--- config.mk ---
export PLATFORM = sky130hd
export DESIGN_NAME = sort_n_seq
export DESIGN_NICKNAME = d
export VERILOG_FILES = /design/src/rtl/sort_pkg.sv /design/src/rtl/sort_n_seq_sort_2ip.sv /design/src/rtl/sort_n_seq.sv
export SDC_FILE = /design/constraint.sdc
export NUM_CORES = 1
export LEC_CHECK = 0
export CORE_AREA = 2 2 70 72
export CTS_CLUSTER_SIZE = 40
export DETAILED_ROUTE_END_ITERATION = 7
export DIE_AREA = 0 0 72 74
export HOLD_SLACK_MARGIN = 0.02
export PLACE_DENSITY = 0.79
export SKIP_LAST_GASP = 1
export SYNTH_ARGS = -nofsm -noshare
export SYNTH_HDL_FRONTEND = slang
export SYNTH_HIERARCHICAL = 1
export SYNTH_SLANG_ARGS = --single-unit
--- constraint.sdc ---
create_clock -name clk -period 2.7 [get_ports clk]
set_input_delay 0.675 -clock clk [delete_from_list [all_inputs] [get_ports clk]]
set_output_delay 0.675 -clock clk [all_outputs]
set_load 0.01 [all_outputs]
--- src/rtl/sort_pkg.sv ---
// rtl/sort_pkg.sv - shared types and constants for the sequential N-word sorter
package sort_pkg;

   typedef enum logic [1:0] {LOAD, SORT, DRAIN} state_t;

   localparam int SORT_WIDTH = 5;
   localparam int SORT_N     = 4;

   // Counters must reach N without wrapping
   function automatic int clog2_np1(input int n);
      return $clog2(n + 1);
   endfunction

endpackage

--- src/rtl/sort_n_seq_sort_2ip.sv ---
// rtl/sort_n_seq_sort_2ip.sv - combinational 2-input compare-exchange cell
module Sort_2ip
   import sort_pkg::*;
#(
   parameter int WIDTH = SORT_WIDTH
) (
   input  logic [WIDTH-1:0] a,
   input  logic [WIDTH-1:0] b,
   output logic [WIDTH-1:0] g,
   output logic [WIDTH-1:0] l
);

   // Equal operands pass straight through, so ties never swap
   always_comb begin
      if (a > b) begin
         g = a;
         l = b;
      end else begin
         g = b;
         l = a;
      end
   end

endmodule

--- src/rtl/sort_n_seq.sv ---
// rtl/sort_n_seq.sv - loads N words, odd-even transposition sorts them in place, streams them out ascending
module sort_n_seq
   import sort_pkg::*;
#(
   parameter int WIDTH = SORT_WIDTH,
   parameter int N     = SORT_N
) (
   input  logic             clk,
   input  logic             rst_n,
   input  logic             in_valid,
   output logic             in_ready,
   input  logic [WIDTH-1:0] in_data,
   output logic             out_valid,
   input  logic             out_ready,
   output logic [WIDTH-1:0] out_data,
   output logic             busy
);

   localparam int CW = clog2_np1(N);

   state_t           state_q, state_d;
   logic [CW-1:0]    idx_q, idx_d;
   logic [CW-1:0]    pass_q, pass_d;
   logic [CW-1:0]    didx_q, didx_d;
   logic [WIDTH-1:0] mem_q [N];
   logic [WIDTH-1:0] mem_d [N];
   logic [WIDTH-1:0] swap_res [N];
   logic [WIDTH-1:0] cell_g [N-1];
   logic [WIDTH-1:0] cell_l [N-1];

   // Cell i compares neighbours (i, i+1); even cells form the even bank, odd cells the odd bank
   for (genvar gi = 0; gi < N - 1; gi++) begin : g_cell
      Sort_2ip #(.WIDTH(WIDTH)) u_cell (
         .a (mem_q[gi]),
         .b (mem_q[gi+1]),
         .g (cell_g[gi]),
         .l (cell_l[gi])
      );
   end

   always_comb begin
      swap_res = mem_q;
      for (int i = 0; i < N - 1; i++) begin
         if (1'(i) == pass_q[0]) begin
            swap_res[i]   = cell_l[i];
            swap_res[i+1] = cell_g[i];
         end
      end
   end

   always_comb begin
      state_d = state_q;
      idx_d   = idx_q;
      pass_d  = pass_q;
      didx_d  = didx_q;
      mem_d   = mem_q;
      case (state_q)
         LOAD: begin
            if (in_valid) begin
               for (int i = 0; i < N; i++) begin
                  if (idx_q == CW'(i)) mem_d[i] = in_data;
               end
               if (idx_q == CW'(N - 1)) begin
                  idx_d   = '0;
                  state_d = SORT;
               end else begin
                  idx_d = idx_q + CW'(1);
               end
            end
         end
         SORT: begin
            mem_d = swap_res;
            if (pass_q == CW'(N - 1)) begin
               pass_d  = '0;
               state_d = DRAIN;
            end else begin
               pass_d = pass_q + CW'(1);
            end
         end
         DRAIN: begin
            if (out_ready) begin
               if (didx_q == CW'(N - 1)) begin
                  didx_d  = '0;
                  state_d = LOAD;
               end else begin
                  didx_d = didx_q + CW'(1);
               end
            end
         end
         default: state_d = LOAD;
      endcase
   end

   always_ff @(posedge clk or negedge rst_n) begin
      if (!rst_n) begin
         state_q <= LOAD;
         idx_q   <= '0;
         pass_q  <= '0;
         didx_q  <= '0;
         for (int i = 0; i < N; i++) mem_q[i] <= '0;
      end else begin
         state_q <= state_d;
         idx_q   <= idx_d;
         pass_q  <= pass_d;
         didx_q  <= didx_d;
         mem_q   <= mem_d;
      end
   end

   // Outputs depend on registered state only
   assign in_ready  = (state_q == LOAD);
   assign out_valid = (state_q == DRAIN);
   assign busy      = (state_q != LOAD);

   always_comb begin
      out_data = '0;
      for (int i = 0; i < N; i++) begin
         if (didx_q == CW'(i)) out_data = mem_q[i];
      end
   end

endmodule
# Word level (Yosys, flattened, before mapping)
# Cells that the tools add are included.
# totals
output_inout_bits	8
elab_cells	77
regBits	31
input_bits	9
# classes
n_addsub	3
n_reduce_logical	12
n_eq_ne	23
n_lt_le_gt_ge	3
mux	28
# ops
op	n
$mux 5	14
$pmux 20 s2	1
$mux 10	3
$reduce_and 5->1	5
$mux 20	1
$ne 2x1->1 const B	8
$eq 3x2->1 const B	5
$gt 5x5->1	3
$mux 2	5
$add 3x1->3 const B	3
$mux 3	3
$ne 3x2->1 const B	3
$eq 3x1->1 const B	2
$logic_not 3->1	2
$ne 2x2->1 const B	3
$pmux 2 s3	1
$reduce_and 2->1	2
$reduce_bool 2->1	2
$eq 2x1->1 const B	1
$eq 2x2->1 const B	1
$logic_not 2->1	1

# Logic depth before layout (Yosys ltp)
# logic_depth
depth_word	6
mapped_depth	9
ltp_nobuf	9

# Modules after synthesis
# The synthesis kept the hierarchy.
# by_module_without_submodules
module	instances	cells_each	seq_area_each_um2	area_per_inst_um2
sort_n_seq	1	179	775.7	1844.3
Sort_2ip	3	29	0.0	259.0

# Worst setup path after synthesis
# No wires, ideal clock.
# synth_path
path_kind	register to register
from	register mem_q[14] in the netlist's numbering
to	register mem_q[10] in the netlist's numbering
arrival_ns	2.014
setup_slack_ns	0.546
period_less_slack_ns	2.154
required_ns	2.559
setup_ns	0.141
path_buffers	0
path_stages_with_launch	9
path_cell_list	dfrtp_1 inv_1 ha_1 a21o_1 o21ai_4 mux2_2 mux2_2 o32ai_1 a221oi_1
# synth_between
elab_chain_cells	3
word_cells_on_any_way	5
cone_classes	2 x order compare; 2 x eq/ne; 1 x reduce/logical
# synth_rtl
element	line	text
from (decl)	sort_n_seq.sv:25	logic [WIDTH-1:0] mem_q [N];
from (signal assigned)	sort_n_seq.sv:106	mem_q <= mem_d;
$gt 5x5->1	sort_n_seq_sort_2ip.sv:15	if (a > b) begin
$ne 3x2->1 (no source line)	-	
$reduce_and 5->1 (no source line) (*)	-	
# Every way passes the cells marked *; elsewhere a longest branch is shown, timed or not.
# A chain may end at the register's enable or synchronous reset.

# Worst setup path after layout
# layout_path
from	register state_q[1]
to	output port out_valid
# layout_between
elab_chain_cells	1
# layout_rtl
element	line	text
from (decl)	sort_n_seq.sv:21	state_t state_q, state_d;
from (signal assigned)	sort_n_seq.sv:102	state_q <= state_d;
$eq 2x2->1	sort_n_seq.sv:112	assign out_valid = (state_q == DRAIN);
to (decl)	sort_n_seq.sv:13	output logic out_valid,
# No other way between the ends.

==> run_results.csv <==
group,metric,value,unit
outcome,status,"completed",
critical_path,critPathRequiredTime,2.03,ns
clock_network,cts-buffers-inserted,5,
synth,post_synthesis_instance_total,266,
critical_path,delay_contributed_by_the_slowest_stage_of_the_critical_path,0.57,ns
route,detail_route.wl_per_cell,18.6,um
route,drt_first_pass_iters,4,
route,detailed_route_via_count,2163,
global_routing,grt_pass1_wl,10600,um
critical_path,worst-setup-path-type,"reg -> out",
synth,synth.distinct_cells,38,
clock_network,h-tree-depth,2,
synth,post_synth_mux_area_share,18.2,%
die,num_io_pins,17,
placement,globalplace.congestion,0.881,
flow_run,maxCapViolations,0,
route,vias_per_cell,6.29,
layout,area_delta_synth_final,13.7,%
layout,antenna-diode-count,0,
placement,port-buffer-count,16,
clock_network,cts_hold_buf,0,
route,drc,0,
layout,nNetsFinal,324,
critical_path,kind_of_end_point_of_the_critical_path,"output port",
synth,synth_top_area_share,29.6,%
sta,rsz_0062_raised_after_global_routing,"no",
synth,synth-compound-area-share,21.2,%
route,route.antenna.remaining_nets,0,
critical_path,slowest_stage,"dfrtp_1",
synth,yosysWarningCount,6,
sta,finalSetupTns,0,ns
die,fp.dieArea,0.00533,mm^2
synth,synth_nets,299,
placement,postPlaceCellArea,0.00288,mm^2
power_and_ir_drop,total_power,0.00465,W
power_and_ir_drop,combinationalPowerShare,69.9,%
synth,async_reset_ff_share,100,%
sta,timing.final.crit_period,2.55,ns
route,wl,6390,um
critical_path,cp.arrival,1.88,ns
hold_path,min-delay-path-class,"reg -> reg",
synth,synth_largest_area_cell,"dfrtp_1",
synth,synth.area.top_cells,"dfrtp_1 (30%), mux2_2 (16%), ha_1 (11%)",
power_and_ir_drop,seqPwrFrac,22.8,%
synth,simple_logic_cell_fraction_of_the_synthesized_area,14.1,%
sta,final_critical_path_setup_slack,0.145,ns
sta,clock-skew-final,0.00414,ns
die,die_w,72,um
synth,yosysSeqAreaShare,29.6,%
layout,drive_gt1_share,24.8,%
sta,worst_pin_slew,0.687,ns
synth,synth-adder-area-share,11.5,%
layout,fill_cells,396,
placement,detailed_place_hpwl,4640,um
synth,synth_xor_area_share,0,%
synth,combinational_family_with_the_most_area_after_synthesis,"compound AO/OA/AOI/OAI gates",
power_and_ir_drop,power_per_cell_area,1560,mW/mm^2
power_and_ir_drop,cell_leakage_power,1.39,nW
critical_path,worst_setup_path_start_kind,"flip-flop",
sta,final.period_utilization,94.6,%
global_routing,grt_use_total,26.4,%
die,coreArea,0.00460,mm^2
layout,stdcell_area,0.00298,mm^2
critical_path,critical_path_peak_fanout,9,
die,std_cell_rows,25,
clock_network,number_of_clock_sinks,31,
global_routing,via_count_of_the_first_global_routing_pass,2170,
die,dieHeight,74,um
sta,finalHoldViolCount,0,
sta,drv_slew,0,
placement,place.detailed.instances,337,
power_and_ir_drop,largest_voltage_drop_on_the_vdd_net,777,uV
sta,worst_slew_margin_rel,54.0,%
clock_network,cts_root_buffer,"clkbuf_8",
sta,fmax,0.391,GHz
die,floorplan.initialDensity,57.0,%
synth,synth_top_flop_cell,"dfrtp_1",
synth,synth_edf_count,0,
power_and_ir_drop,switching_share,44.2,%
global_routing,antenna_found_initial,0,
synth,yosys_register_bits,31,
power_and_ir_drop,cell_internal_pwr,0.00259,W
sta,setup_viol_count_final,0,
synth,syn-mean-instance-area,9.85,um^2
global_routing,overflow,0,
synth,post_synth_instance_area,0.00262,mm^2
route,drt_iter0_markers,226,
power_and_ir_drop,power_frac_clock,7.3,%
layout,layout.cells.non_filler,344,
clock_network,clock_path_buffers,2,
placement,pre_cts_slack,0.129,ns
power_and_ir_drop,net-switching-power,0.00205,W
clock_network,tritoncts,"done",
global_routing,grt_start_max_net_pins,32,
clock_network,worst_setup_hold_path_clk_slew,0.06,ns
critical_path,critical_path.cell_chain,"clkinvlp_4, nor2_1, clkdlybuf4s50_1",
clock_network,insertion_delay,0.28,ns
==> power groups by stage <==
| stage | registers (W) | clock network [W] | logic, W |
|---|---|---|---|
| CTS | 0.00105 | 0.000343 | 0.00325 |
| global route | 0.00110 | 0.000360 | 0.00358 |
| finish | 0.00106 | 0.000340 | 0.00325 |
| detailed placement | 0.00106 | 0 | 0.00322 |
| floorplan | 0.000925 | 0 | 0.00247 |
| global placement | 0.00105 | 0 | 0.00314 |
==> final timing paths <==
kind	start	to	slack (ns)	cells past startpoint
worst max-delay path	state_q[1]	out_valid	0.15	3
worst min-delay path	pass_q[1]	pass_q[1]	0.50	2
worst max register to register	mem_q[7]	mem_q[12]	0.25	9
worst min register to register	pass_q[1]	pass_q[1]	0.50	2
max in group asynchronous	rst_n	mem_q[1]	1.61	2
min in group asynchronous	rst_n	idx_q[2]	0.79	2
==> critical path, delay by kind of cell, from the launching register on <==
family / cells / cell delay [ns]
buffers and inverters: 2 / 0.87
DFF: 1 / 0.57
and+or+nand+nor: 1 / 0.16
==> cells by family (layout without fill, tap and decap cells) <==
family	after synthesis	after routing
AO/OA/AOI/OAI	67	67
adder cells (fa/ha/maj)	24	24
buffers and inverters	35	59
flip-flops	31	31
multiplexers	43	43
AND/OR/NAND/NOR	66	66
==> per-layer routing <==
layer  GRT usage (%)  wire (um)  vias to the layer above
met5               0          0                        -
met1            34.8       2960                     1050
met3            3.39        214                       12
met4            9.85        120                        0
met2            44.8       3100                       56
li1                -          -                     1045
==> layout make-up <==
cell class / instances / area (um^2) / area share, %
multi-input cells: 200 / 1720 / 57.6
flip-flops and latches: 31 / 776 / 26.0
repair buffers: 27 / 248 / 8.31
inverters: 26 / 101 / 3.40
clock buffers: 6 / 72.6 / 2.43
well taps: 54 / 67.6 / 2.27
==> flip-flops by register name (all words and copies together), names as in the netlist <==
name / cells
state_q: 2
mem_q: 20
pass_q: 3
didx_q: 3
idx_q: 3
==> Yosys cell counts, types with 3 or more instances <==
| cell | n |
|---|---|
| nand2_1 | 15 |
| o21ai_4 | 3 |
| clkbuf_1 | 4 |
| nand2b_1 | 10 |
| dfrtp_1 | 31 |
| nor2_1 | 9 |
| o21ai_0 | 12 |
| o211a_1 | 5 |
| mux2i_1 | 5 |
| nand3_1 | 3 |
| a21o_1 | 5 |
| a221oi_1 | 8 |
| or3_1 | 5 |
| a221o_1 | 5 |
| ha_1 | 24 |
| nor2b_1 | 3 |
| o22ai_1 | 3 |
| o32ai_1 | 3 |
| a22oi_1 | 5 |
| o221a_2 | 5 |
| nor3_1 | 8 |
| buf_2 | 3 |
| mux2_2 | 38 |
| and3_1 | 8 |
| a21oi_2 | 4 |
| o211ai_1 | 3 |
| inv_1 | 25 |
==> metrics by stage <==
step	hold slack (ns)	util, %
6_report	0.498	64.8
5_1_grt	0.511	64.8
3_3_place_gp	0.466	62.6
2_1_floorplan	0.379	-
3_5_place_dp	0.471	62.6
4_1_cts	0.487	64.6
==> cell usage in the layout (no fill, tap or decap), drive strengths merged, types with 2 or more instances in the layout <==
cell	instances
clkbuf	6
and3	8
and3b	2
nand2b	10
a221oi	8
dlymetal6s2s	3
a21oi	5
clkdlybuf4s50	11
o22ai	3
inv	25
o221a	5
a221o	5
or3	5
a21o	5
a211oi	2
o21ai	15
buf	11
mux2i	5
nand3	3
dfrtp	31
nor2b	3
o211a	5
nor2	9
nand2	15
mux2	38
ha	24
nor3	8
dlygate4sd2	2
o211ai	3
a22oi	5
o32ai	3
==> repair_timing <==
item / 4_1_cts / 5_1_grt
setup endpoints to repair: 5 / 4
resized for setup: 8 / 4
buffers inserted: 1 / 0
(Power assumes the default switching activity.)
==> variant 1, RTL diff (config.mk and constraints unchanged) <==
Re-encode `state_t` (3 states) as one-hot, 3 bits wide.
--- a/src/rtl/sort_pkg.sv
+++ b/src/rtl/sort_pkg.sv
@@ -2,5 +2,5 @@
 package sort_pkg;
 
-   typedef enum logic [1:0] {LOAD, SORT, DRAIN} state_t;
+   typedef enum logic [2:0] {LOAD = 3'b001, SORT = 3'b010, DRAIN = 3'b100} state_t;
 
    localparam int SORT_WIDTH = 5;
Function: no difference found for any inputs over 10 cycles, from zero or initial values and one cycle with rst_n low; not proved beyond that.
==> variant 1 against the unedited design <==
- area after synthesis rose by 1.2%
- global-route usage fell by 1.6 points
- synthesized cell count rose by 3.0%
- largest cell class unchanged
- highest routed layer unchanged
- largest power group unchanged
- final cell count rose by 3.2%
- clock power rose by 13%
- clock skew rose by 6.9 ps
- utilization rose by 1.6 points
- total power fell by 9.6%
- hold slack improved by 28 ps
- wire length fell by 5.8%
- cell area rose by 2.5%
- worst setup slack got worse by 43 ps
- sequential cell count rose by 1
==> variant 1: results (changes against the unedited design) <==
Timing
  – Headroom to the max-slew limit: 67.8% (was 54.0%)

Power and ir drop
  – Switching share of power: 43.9% (was 44.2%)
  – Power dissipated in combinational cells: 2.79 mW (was 3.25 mW)
  – Leak Pwr: 1.41 nW (was 1.39 nW)

Outcome
  – Status: completed (unchanged)

Synthesis
  – Proportion of synthesized area in mux cells: 18.7% (was 18.2%)
  – Post-synthesis compound-gate area fraction: 19.8% (was 21.2%)
  – Leading post-synthesis cells by cell area: sky130_fd_sc_hd__dfrtp_1, sky130_fd_sc_hd__mux2_2, sky130_fd_sc_hd__ha_1 (unchanged)
  – Count of cell types in the netlist: 44 (was 38)
  – Synthesized instance count: 274 (was 266)
  – Most frequent cells after synthesis: sky130_fd_sc_hd__mux2_2, sky130_fd_sc_hd__dfrtp_1, sky130_fd_sc_hd__inv_1 (unchanged)
  – Net Count, Synth: 307 (was 299)
  – Sequential fraction of the synthesis area: 30.2% (was 29.6%)

Route
  – Detailed-routed wire length on met2: 3020 um (was 3100 um)
  – Detailed-routed wire length on met3: 231 um (was 214 um)
  – WL/cell: 17.0 um (was 18.6 um)
  – Total routed wire length on the met1 layer: 2670 um (was 2960 um)
  – Violation count after the first detailed-route iteration: 125 (was 226)
  – Vias after detailed routing: 2170 (was 2163)

Global routing
  – Global-route wire length before repair: 10200 um (was 10600 um)
  – Pin count of the biggest net entering global routing: 33 (was 32)
  – Global router's overall resource usage: 24.8% (was 26.4%)
  – Global routing met3 resource utilization: 4.20% (was 3.39%)
  – Vias in the first global route: 2149 (was 2170)
  – Global-route track usage on met1: 31.1% (was 34.8%)

Finish
  – Post-Layout Cell Count: 355 (was 344)
  – Sequential cell area: 802 sq um (was 776 sq um)

Placed design
  – Detail Placement HPWL: 4410 um (was 4640 um)
  – RD Place Congestion: 0.864 (was 0.881)
  – Number of instances in the placed design: 345 (was 337)
  – Cell area after placement: 0.00292 sq mm (was 0.00288 sq mm)
  – Post-place setup slack: 21.1 ps (was 129 ps)

Clock network
  – Post-CTS setup repair buffer count: 0 (was 1)
  – Number of gates resized after CTS: 5 (was 8)

Setup path
  – Largest fanout on the critical path: 5 (was 9)
  – Largest incremental delay on the critical path: 420 ps (was 570 ps)
## variant 1: changes by cell type after synthesis, sizes merged, moves of 6 or more
cell,change
nor2,+8
nor3,-7
o21ai,-6
nand2,-6
a21oi,+19
and2,+6
inv,+6
## variant 1: area by class of cell
cell class / instances / share of cell area [%]
multi-input combinational: 202 / 56.7
timing repair buffer: 28 / 8.11
inverter: 31 / 3.81
tap: 54 / 2.21
clock buffer: 8 / 2.95
sequential: 32 / 26.3
## variant 1: path summary, 6_finish.rpt
| path | startpoint | to | slack, ps | cells after the start |
|---|---|---|---|---|
| max in group asynchronous | rst_n | state_q[0] | 1550 | 2 |
| setup / recovery | didx_q[0] | out_data[3] | 100 | 5 |
| hold / removal | pass_q[2] | pass_q[2] | 530 | 2 |
| hold reg to reg | pass_q[2] | pass_q[2] | 530 | 2 |
| min in group asynchronous | rst_n | mem_q[4] | 800 | 2 |
| setup reg to reg | mem_q[14] | mem_q[12] | 260 | 7 |
==> variant 2, RTL diff (config.mk and constraints unchanged) <==
Without the edit above. Set the package constant `SORT_N` to 2 (it was 4).
--- a/src/rtl/sort_pkg.sv
+++ b/src/rtl/sort_pkg.sv
@@ -5,5 +5,5 @@
 
    localparam int SORT_WIDTH = 5;
-   localparam int SORT_N     = 4;
+   localparam int SORT_N     = 2;
 
    // Counters must reach N without wrapping
Check against the original RTL: not equivalent (Yosys sat finds a counterexample within 4 cycles, from zero or initial values and one cycle with rst_n low).
==> variant 2 against the unedited design <==
- non-clock buffer count is 11 lower
- hold slack better by 12 ps
- critical path depth is 1 lower
- cell area is 52% lower
- wire length is 63% lower
- sequential power is 45% lower
- clock skew is 3.3 ps higher
- area after synthesis is 55% lower
- synthesized cell count is 59% lower
- sequential cell count is 13 lower
- total power is 58% lower
- worst setup slack better by 140 ps
- die area stayed put
- global-route usage is 17 points lower
- critical path type unchanged
- largest cell class unchanged
==> variant 2: results (changes against the unedited design) <==
Outcome
  – Status: completed (unchanged)

Power and ir drop
  – Leak Pwr: 0.616 nW (was 1.39 nW)

Clock network
  – Number of gates resized after CTS: 0 (was 8)
  – Post-CTS setup repair buffer count: 0 (was 1)
  – Worst skew pair latency: 260 ps (was 280 ps)
  – Number of clock buffers inserted by TritonCTS: 3 (was 5)
  – Total number of H-tree levels: 1 (was 2)

Global routing
  – Global router's overall resource usage: 9.85% (was 26.4%)
  – Global-route wire length before repair: 4060 um (was 10600 um)
  – Vias in the first global route: 845 (was 2170)

Synthesis
  – Count of cell types in the netlist: 32 (was 38)
  – Most frequent cells after synthesis: sky130_fd_sc_hd__mux2_2, sky130_fd_sc_hd__dfrtp_1, sky130_fd_sc_hd__inv_1 (unchanged)
  – Sequential fraction of the synthesis area: 38.1% (was 29.6%)
  – Leading post-synthesis cells by cell area: sky130_fd_sc_hd__dfrtp_1, sky130_fd_sc_hd__mux2_2, sky130_fd_sc_hd__ha_1 (unchanged)
  – Net Count, Synth: 122 (was 299)

Placed design
  – Cell area after placement: 0.00138 sq mm (was 0.00288 sq mm)
  – RD Place Congestion: 0.722 (was 0.881)
  – Detail Placement HPWL: 1810 um (was 4640 um)

Route
  – Violation count after the first detailed-route iteration: 19 (was 226)
  – WL/cell: 13.4 um (was 18.6 um)
  – Number of vias per cell: 4.72 (was 6.29)

Finish
  – Sequential cell area: 450 sq um (was 776 sq um)
  – Layout filler cell count: 464 (was 396)
  – Layout cells sized above 1: 28.2% (was 24.8%)
  – Net total in the final layout: 139 (was 324)
  – Flip-flop count of the largest register after layout: 10 (was 20)

Setup path
  – Signal arrival time at the worst endpoint: 1740 ps (was 1880 ps)
  – Largest fanout on the critical path: 10 (was 9)

Timing
  – Worst Clk Skew: 7.39 ps (was 4.14 ps)

Min path
  – Hold-critical path depth: 1 (was 2)
-- variant 2: through the flow --
step,std cells,setup WS (ps)
global placement,174,327
CTS,178,288
detailed placement,174,287
global route,178,195
finish,178,286
floorplan,108,557
-- variant 2: routing by layer --
| metal | wire length [um] | track usage [%] |
|---|---|---|
| met3 | 103 | 2.98 |
| met4 | 19 | 3.14 |
| met1 | 1140 | 13.3 |
| met5 | 0 | 0 |
| met2 | 1120 | 15.2 |
-- variant 2: cell type report --
cell class / instances / share of cell area (%)
repair buffers: 16 / 11.1
well taps: 54 / 4.70
multi-input cells: 77 / 46.7
flip-flops and latches: 18 / 31.3
clock buffers: 4 / 3.83
inverters: 9 / 2.35
-- variant 2: path summary, 6_finish.rpt --
kind | to | slack (ps)
worst max-delay path | out_valid | 290
worst min-delay path | pass_q[1] | 510
worst max register to register | mem_q[8] | 330
worst min register to register | pass_q[1] | 510
max in group asynchronous | mem_q[6] | 1280
min in group asynchronous | state_q[0] | 900
-- variant 2: report_power, final --
group          internal, mW  switching, mW
clock network         0.130         0.0908
logic                 0.681          0.456
registers             0.389          0.191
total                  1.20          0.738
-- variant 2: cell families (layout without fill, tap and decap cells) --
| family | count (synthesis) | after routing | synth area share, % |
|---|---|---|---|
| simple gates | 29 | 29 | 13.9 |
| mux | 25 | 25 | 23.3 |
| buf+inv | 13 | 29 | 5.08 |
| compound gates | 16 | 16 | 12.9 |
| xor+xnor | 2 | 2 | 1.48 |
| fa+ha+maj | 5 | 5 | 5.29 |
| flops | 18 | 18 | 38.1 |
-- variant 2: worst max-delay path: stages (launching register included) --
cell and delay, ps:
sky130_fd_sc_hd__dfrtp_1 570, sky130_fd_sc_hd__nor2b_1 320, sky130_fd_sc_hd__clkdlybuf4s50_1 590
